### src/rtl/sort_peak_serializer.sv
// Captures a sorted frame from the bitonic sorter, streams its TOP_K largest entries over valid/ready,
// then pulses sort_restart. Optional threshold gating is enabled by defining PEAK_THRESHOLD_EN.
module sort_peak_serializer #(
  parameter int SIZE           = 16,
  parameter int TOP_K          = 4,
  parameter int LARGEST_AT_TOP = 1,
  parameter int NETWORK_WIDTH  = 16,
  parameter int INDEX_WIDTH    = $clog2(SIZE),
  localparam int RW            = (TOP_K > 1) ? $clog2(TOP_K) : 1
) (
  input  logic                                clk,
  input  logic                                reset,
  input  logic                                sort_done,
  input  logic [SIZE-1:0][NETWORK_WIDTH-1:0]  sort_data_in,
  input  logic [SIZE-1:0][INDEX_WIDTH-1:0]    sort_index_in,
  output logic                                sort_restart,
  output logic                                peak_valid,
  input  logic                                peak_ready,
  output logic [NETWORK_WIDTH-1:0]            peak_data,
  output logic [INDEX_WIDTH-1:0]              peak_index,
  output logic [RW-1:0]                       peak_rank,
  output logic                                peak_last,
`ifdef PEAK_THRESHOLD_EN
  input  logic [NETWORK_WIDTH-1:0]            peak_threshold,
  output logic                                frame_empty,
`endif
  output logic [15:0]                         frame_count
);

  localparam int LW = (SIZE > 1) ? $clog2(SIZE) : 1;

  typedef enum logic [1:0] {WAIT_DONE, EMIT, RESTART} state_t;

  state_t                               state_q, state_d;
  logic                                 armed_q, armed_d;
  logic [SIZE-1:0][NETWORK_WIDTH-1:0]   data_buf_q, data_buf_d;
  logic [SIZE-1:0][INDEX_WIDTH-1:0]     index_buf_q, index_buf_d;
  logic [RW-1:0]                        rank_q, rank_d;
  logic [15:0]                          count_q, count_d;
  logic                                 valid_q, valid_d;
  logic [NETWORK_WIDTH-1:0]             data_q, data_d;
  logic [INDEX_WIDTH-1:0]               index_q, index_d;
  logic                                 last_q, last_d;
  logic                                 restart_q, restart_d;
`ifdef PEAK_THRESHOLD_EN
  logic [NETWORK_WIDTH-1:0]             thr_q, thr_d;
  logic                                 empty_q, empty_d;
  logic [NETWORK_WIDTH-1:0]             src_thr;
`endif

  logic                                 present;
  int                                   next_rank;
  logic [SIZE-1:0][NETWORK_WIDTH-1:0]   src_data;
  logic [SIZE-1:0][INDEX_WIDTH-1:0]     src_index;

  // Rank 0 is always the largest entry, wherever the sorter placed it.
  function automatic logic [LW-1:0] lane_of(input int rank);
    int lane;
    lane = (LARGEST_AT_TOP != 0) ? (SIZE - 1 - rank) : rank;
    if (lane < 0) lane = 0;
    if (lane > SIZE - 1) lane = SIZE - 1;
    return LW'(lane);
  endfunction

  always_comb begin
    state_d     = state_q;
    armed_d     = armed_q;
    data_buf_d  = data_buf_q;
    index_buf_d = index_buf_q;
    rank_d      = rank_q;
    count_d     = count_q;
    valid_d     = valid_q;
    data_d      = data_q;
    index_d     = index_q;
    last_d      = last_q;
    restart_d   = 1'b0;
    present     = 1'b0;
    next_rank   = 0;
    src_data    = data_buf_q;
    src_index   = index_buf_q;
`ifdef PEAK_THRESHOLD_EN
    thr_d       = thr_q;
    empty_d     = 1'b0;
    src_thr     = thr_q;
`endif

    case (state_q)
      WAIT_DONE: begin
        if (!sort_done) begin
          armed_d = 1'b1;
        end else if (armed_q) begin
          armed_d     = 1'b0;
          data_buf_d  = sort_data_in;
          index_buf_d = sort_index_in;
          rank_d      = '0;
          src_data    = sort_data_in;
          src_index   = sort_index_in;
`ifdef PEAK_THRESHOLD_EN
          thr_d   = peak_threshold;
          src_thr = peak_threshold;
          if (sort_data_in[lane_of(0)] > peak_threshold) begin
            present = 1'b1;
          end else begin
            empty_d   = 1'b1;
            count_d   = count_q + 16'd1;
            restart_d = 1'b1;
            state_d   = RESTART;
          end
`else
          present = 1'b1;
`endif
        end
      end
      EMIT: begin
        if (valid_q && peak_ready) begin
          if (last_q) begin
            valid_d   = 1'b0;
            last_d    = 1'b0;
            restart_d = 1'b1;
            count_d   = count_q + 16'd1;
            state_d   = RESTART;
          end else begin
            present   = 1'b1;
            next_rank = int'(rank_q) + 1;
          end
        end
      end
      RESTART: state_d = WAIT_DONE;
      default: state_d = WAIT_DONE;
    endcase

    // Payload is registered, so the lookahead for peak_last is made from the source vector here.
    if (present) begin
      state_d = EMIT;
      valid_d = 1'b1;
      rank_d  = RW'(next_rank);
      data_d  = src_data[lane_of(next_rank)];
      index_d = src_index[lane_of(next_rank)];
      last_d  = (next_rank >= TOP_K - 1);
`ifdef PEAK_THRESHOLD_EN
      if (!last_d && !(src_data[lane_of(next_rank + 1)] > src_thr)) last_d = 1'b1;
`endif
    end
  end

  always_ff @(posedge clk) begin
    if (reset) begin
      state_q     <= WAIT_DONE;
      armed_q     <= 1'b0;
      data_buf_q  <= '0;
      index_buf_q <= '0;
      rank_q      <= '0;
      count_q     <= '0;
      valid_q     <= 1'b0;
      data_q      <= '0;
      index_q     <= '0;
      last_q      <= 1'b0;
      restart_q   <= 1'b0;
`ifdef PEAK_THRESHOLD_EN
      thr_q       <= '0;
      empty_q     <= 1'b0;
`endif
    end else begin
      state_q     <= state_d;
      armed_q     <= armed_d;
      data_buf_q  <= data_buf_d;
      index_buf_q <= index_buf_d;
      rank_q      <= rank_d;
      count_q     <= count_d;
      valid_q     <= valid_d;
      data_q      <= data_d;
      index_q     <= index_d;
      last_q      <= last_d;
      restart_q   <= restart_d;
`ifdef PEAK_THRESHOLD_EN
      thr_q       <= thr_d;
      empty_q     <= empty_d;
`endif
    end
  end

  assign sort_restart = restart_q;
  assign peak_valid   = valid_q;
  assign peak_data    = data_q;
  assign peak_index   = index_q;
  assign peak_rank    = rank_q;
  assign peak_last    = last_q;
  assign frame_count  = count_q;
`ifdef PEAK_THRESHOLD_EN
  assign frame_empty  = empty_q;
`endif

endmodule

### config.mk
export PLATFORM = sky130hd
export DESIGN_NAME = sort_peak_serializer
export DESIGN_NICKNAME = d
export VERILOG_FILES = /design/src/rtl/sort_peak_serializer.sv
export SDC_FILE = /design/constraint.sdc
export NUM_CORES = 1
export LEC_CHECK = 0
export ABC_AREA = 1
export CAP_MARGIN = 20
export CORE_UTILIZATION = 40
export CTS_BUF_LIST = sky130_fd_sc_hd__clkbuf_8
export DETAILED_ROUTE_END_ITERATION = 6
export PLACE_DENSITY = 0.72
export SETUP_SLACK_MARGIN = 0.5
export SYNTH_ARGS = -nofsm -noshare
export SYNTH_HDL_FRONTEND = slang
export SYNTH_SLANG_ARGS = --single-unit
### constraint.sdc
create_clock -name clk -period 3.3 [get_ports clk]
set_clock_uncertainty 0.2 [all_clocks]
set_input_delay 0.825 -clock clk [delete_from_list [all_inputs] [get_ports clk]]
set_output_delay 0.825 -clock clk [all_outputs]
set_load 0.05 [all_outputs]
# Yosys cells after proc, flatten, opt, wreduce, memory -nomap -nowiden
# Cells that the tools add are included.
totals:
  regBits: 364
op_classes:
  n_addsub: 3
  n_lt_le_gt_ge: 4
  eq_ne: 6
  mux: 39
  bitwise_logic: 3
  reduce_logical: 16
ops:
  columns: ["op", "count"]
  rows:
  - ["2-to-1 mux 256 bit", 3]
  - ["2-to-1 mux 64 bit", 3]
  - ["binary-select mux 16 bit (select 4 bit)", 1]
  - ["2-to-1 mux 32 bit", 2]
  - ["greater-or-equal comparator 32 x 3 -> 1 bit (second input constant)", 1]
  - ["greater-than comparator 32 x 5 -> 1 bit (second input constant)", 1]
  - ["less-than comparator 32 x 1 -> 1 bit (second input constant)", 1]
  - ["subtractor 5 x 32 -> 32 bit (first input constant)", 1]
  - ["adder 16 x 1 -> 16 bit (second input constant)", 1]
  - ["binary-select mux 4 bit (select 4 bit)", 1]
  - ["2-to-1 mux 16 bit", 1]
  - ["AND reduction 3 bit", 5]
  - ["2-to-1 mux 1 bit", 14]
  - ["2-to-1 mux 2 bit", 6]
  - ["2-to-1 mux 4 bit", 3]
  - ["nonzero test 2 bit", 6]
  - ["2-to-1 mux 3 bit", 3]
  - ["inequality test 2 bit (second input constant)", 3]
  - ["inequality test 3 bit (second input constant)", 2]
  - ["less-than comparator 4 x 5 -> 1 bit (second input constant)", 1]
  - ["case mux 2 bit (2 select lines)", 1]
  - ["adder 2 x 1 -> 3 bit (second input constant)", 1]
  - ["inverter 1 bit", 3]
  - ["OR reduction 3 bit", 1]
  - ["other kinds (6)", 6]

# Logic depth before layout (Yosys ltp)
depth:
  word_depth: 13
  mapped_depth: 13
  depth_no_buf: 10

# Least setup slack after synthesis
# Ideal clock, no wire load.
synth_path:
  kind: "input port to flip-flop"
  start: "input peak_ready"
  end: "register data_q[0] (netlist: peak_data[0])"
  setup_ns: 0.056
  arrival_time_ns: 1.905
  required_time_ns: 3.044
  setup_slack_ns: 1.140
  stages: 10
  path_cell_list: "nand2_1 nor2_1 buf_2 buf_2 nand4_1 nand3_1 nand3_1 nand3_1 nand2_1 inv_1"
synth_via:
  elab_chain_cells: 12
synth_lines:
  columns: ["item", "line_no", "text"]
  rows:
  - ["start: declaration", "18", "input logic peak_ready,"]
  - ["logical AND 1 bit (*)", "115", "if (valid_q && peak_ready) begin"]
  - ["2-to-1 mux 3 bit", "115", null]
  - ["2-to-1 mux 3 bit", "87", "case (state_q)"]
  - ["subtractor 5 x 32 -> 32 bit", "59", "lane = (LARGEST_AT_TOP != 0) ? (SIZE - 1 - rank) : rank;"]
  - ["less-than comparator 32 x 1 -> 1 bit", "60", "if (lane < 0) lane = 0;"]
  - ["2-to-1 mux 32 bit", "60", null]
  - ["2-to-1 mux 32 bit", "133", "if (present) begin"]
  - ["greater-than comparator 32 x 5 -> 1 bit", "61", "if (lane > SIZE - 1) lane = SIZE - 1;"]
  - ["2-to-1 mux 4 bit", "61", null]
  - ["2-to-1 mux 4 bit", "133", null]
  - ["binary-select mux 16 bit (select 4 bit)", "137", "data_d = src_data[lane_of(next_rank)];"]
  - ["2-to-1 mux 16 bit (not written as such)", "137", null]
  - ["end signal: assignment", "171", "data_q <= data_d;"]
  - ["end: declaration", "41", "logic [NETWORK_WIDTH-1:0] data_q, data_d;"]
# Mark *: on every way between the ends. The rest lies on a longest branch, timed or not. The select of a mux whose other input is x is not followed.
# A chain may end at the register's enable or synchronous reset.

# Final worst setup path
layout_path:
  start: "register data_q[2] (netlist: peak_data[2])"
  end: "output peak_data[2]"
layout_rtl:
  columns: ["item", "line_no", "text"]
  rows:
  - ["end: declaration", "19", "output logic [NETWORK_WIDTH-1:0] peak_data,"]
# No word-level cell between the ends.

==> metrics.md <==
| Metric | Value |
|---|---|
| Status | finished clean |
| Count of pins over their slew limit | 0 |
| Gate Count Post-Synth | approximately 1.6k |
| Vias per inst | 5.02 |
| Clk sinks | a little over 200 |
| Nature of the critical path endpoint | output pin |
| Tmin final | between 2 and 3 ns |
| GR Util All Layers | 23.6% |
| Simple-Gate Fraction of Synth Area | a little under two fifths |
| Core area | about 25000 µm² |
| Nets | between 2k and 2.5k |
| Die H | 163 µm |
| Fraction of layout cells with a size suffix above 1 | under 10% |
| I/O Pins | roughly 370 |
| Width of the die | about 160 µm |
| Worst-skew pair later-pin latency | 0.54 ns |
| Vias | 10.7k |
| CTS Buf Count | 37 |
| Final period util | between 80% and 90% |
| Largest net degree at the start of global routing | around 140 |
| Most frequent cells in the layout | 343 x nand2_1, 309 x inv_1, 248 x nand3_1, 203 x dfxtp_1, 184 x clkdlybuf4s50_1 |
| Die area | 26700 µm² |
| Hold Startpoint | data_buf_q[233] |
| Fill count | between 2k and 3k |
| Rows | 58 |
| Synth Area in Compound Gates | under 10% |
| Worst-case reg-to-reg path depth | 11 |
| Overall routed net length | roughly 32000 µm |
| Layout area overhead | 28.9% |
| Setup repair after global routing missed its margin | false |
| First-pass DRT Iterations | 5 |
| WS Path Type | register to output pin |
| DRC violations left | 0 |
| Worst Hold Endpoint | data_buf_q[233] |
| Gr ovfl total | 0 |
| Largest family of logic cells by synthesized area | simple AND/OR/NAND/NOR gates |
| Top FF cell, synth | dfxtp_1 |
| Detail Placement HPWL | around 21000 µm |
| Crit-path max FO | 2 |
| Largest buffer count on any clock path | 3 |
| Distinct cell type count after synthesis | 29 |
| Largest delay share family, worst path | buffers and inverters |
| Mux cell area share after synthesis | 0% |
| Mapped Nets | 1935 |
| Final setup viols | 0 |
| Dpl ws | 0.193 ns |
| Port Buffers | roughly 200 |
| Crit path largest cell delay | between 0.8 and 0.9 ns |
| Hold Path Class | register to register |
| Initial antenna violation count | 1 |
| Hold Buf Count CTS | 0 |
| Initial core utilization | approximately 40% |
| CP arrival | 1.71 ns |
| Placer congestion estimate | 0.832 |
| Clock root buffer | clkbuf_8 |
| H-Tree Depth | 2 |
| CP required | roughly 2.3 ns |
| Vias in the first global route | a little under 10k |
| Ys Warns | 0 |
| Sequential element share of the synthesized area | around two fifths |
| Setup TNS | 0 ns |
| Power per cell area | approximately 440 nW/µm² |
| Clk pin slew, worst setup/hold paths | roughly 0.05 ns |
| CTS tree | built |
| Async SR Flop Fraction | 0% |
| First-pass GRT wire length | about 50000 µm |
| Mapped cell area | 10400 µm² |
| Hold depth | 2 |
| Setup slack, reg-to-reg | between 0.7 and 0.8 ns |
| Commonest non-fill, non-tap cell in the layout | nand2_1 |
| Number of enable flip-flop cells after synthesis | 0 |
| Worst-margin pin slew | roughly 0.89 ns |
| Max Cap Viol | 0 |
| Final Hold Viols | 0 |
| Leakage power | slightly above 0.006 µW |
| Seq cells post-synth | roughly 200 |
| Average routed wire per standard cell | 14.9 µm |
| Crit path buf inv count | 1 |
| CP max-delay cell | clkdlybuf4s50_1 |
| Adder-Cell Fraction of Synth Area | less than 1% |
| FMAX | 365 MHz |
| Startpoint Class | register |
| First DRT Iteration DRCs | roughly 880 |
| Antenna Nets Post-Route | 0 |
| Worst r2r dst | peak_data[14] |
| Setup ws final | around 0.56 ns |
| Worst vdd ir | between 0.2 and 0.3 mV |
| Syn_area_per_cell | about 6.5 µm² |
| Worst path cell trace | clkdlybuf4s50_1 |
| Reg-to-Reg Start | state_q[0] |
| Synth Area in XOR/XNOR | less than 1% |
| Slew HR | between 40% and 50% |
## worst min-delay path: stages (launching register included)
cell and delay, ns:
dfxtp_1 0.30, inv_1 0.05, a211oi_1 0.06
## per-stage QoR
stage               area [µm²]  instances  total power (µW)  utilization [%]  hold WS, ns
floorplan                10400       1609              3280                -        0.234
global placement         12700       2063              3650             50.2        0.244
detailed placement       12700       2063              3670             50.2        0.245
CTS                      13400       2124              5990             52.9        0.259
global route             13400       2124              6220             53.0        0.267
finish                   13400       2125              5930             53.0        0.255
## how the worst max path moves through the flow
stage / to / start / cells past startpoint / slack, ns
3_3_place_gp: peak_data[14] / peak_ready / 9 / 0.16
2_1_floorplan: peak_data[0] / peak_ready / 10 / 1.14
6_report: peak_data[2] / peak_data[2] / 1 / 0.56
4_1_cts: frame_count[15] / frame_count[15] / 1 / 0.50
3_5_place_dp: peak_data[14] / peak_ready / 9 / 0.19
5_1_grt: peak_data[5] / peak_data[5] / 1 / 0.50
## state kept, by name, summed over array words and instances, names as in the netlist
| signal | count |
|---|---|
| state_q | 2 |
| peak_index | 4 |
| sort_restart | 1 |
| frame_count | 16 |
| armed_q | 1 |
| index_buf_q | 32 |
| peak_valid | 1 |
| peak_data | 16 |
| peak_rank | 2 |
| data_buf_q | 128 |
| peak_last | 1 |
## kinds of logic after synthesis
family | after synthesis
AND/OR/NAND/NOR | 879
buffers and inverters | 412
flip-flops | 204
AO/OA/AOI/OAI | 109
XOR/XNOR | 3
adder cells (fa/ha/maj) | 2
## power by group
| part | internal (µW) | switching (µW) |
|---|---|---|
| clock | 1250 | 1060 |
| combinational | 418 | 535 |
| sequential | 2610 | 59.9 |
| total | 4280 | 1650 |
## cell usage after synthesis (2+ instances only)
cell	number	area, µm²
dfxtp_1	204	4080
ha_1	2	25.0
a211oi_1	58	435
xnor2_1	2	17.5
nor2_1	184	691
nand2_1	344	1290
buf_4	2	15.0
buf_6	10	113
a21oi_1	16	80.1
o21ai_1	15	75.1
nor3_1	8	40.0
buf_1	2	7.51
inv_2	5	18.8
o21ai_0	18	90.1
nand3b_1	25	188
inv_1	299	1120
a31oi_1	2	12.5
nand4_1	63	394
clkbuf_1	45	169
buf_2	48	240
nand3_1	249	1250
## routing by layer
metal	global-route usage [%]	wire length, µm
met4	8.45	807
met3	3.73	2490
met1	33.4	14600
met2	35.9	13700
met5	0	0
## repair_timing
item                                    4_1_cts  5_1_grt
buffers inserted                              0        0
gates resized for setup                      14        5
endpoints found under the setup margin       14        5
## layout make-up
type,count,area (µm²),area share (%)
Tap cell,330,413,3.08
Clock inverter,15,73.8,0.550
Antenna cell,1,2.50,0.0186
Sequential cell,204,4090,30.4
Multi-Input combinational cell,993,4690,34.9
Inverter,305,1140,8.53
Timing Repair Buffer,231,2380,17.7
Clock buffer,46,633,4.72
Note: power is estimated with default switching activity, not from simulation.
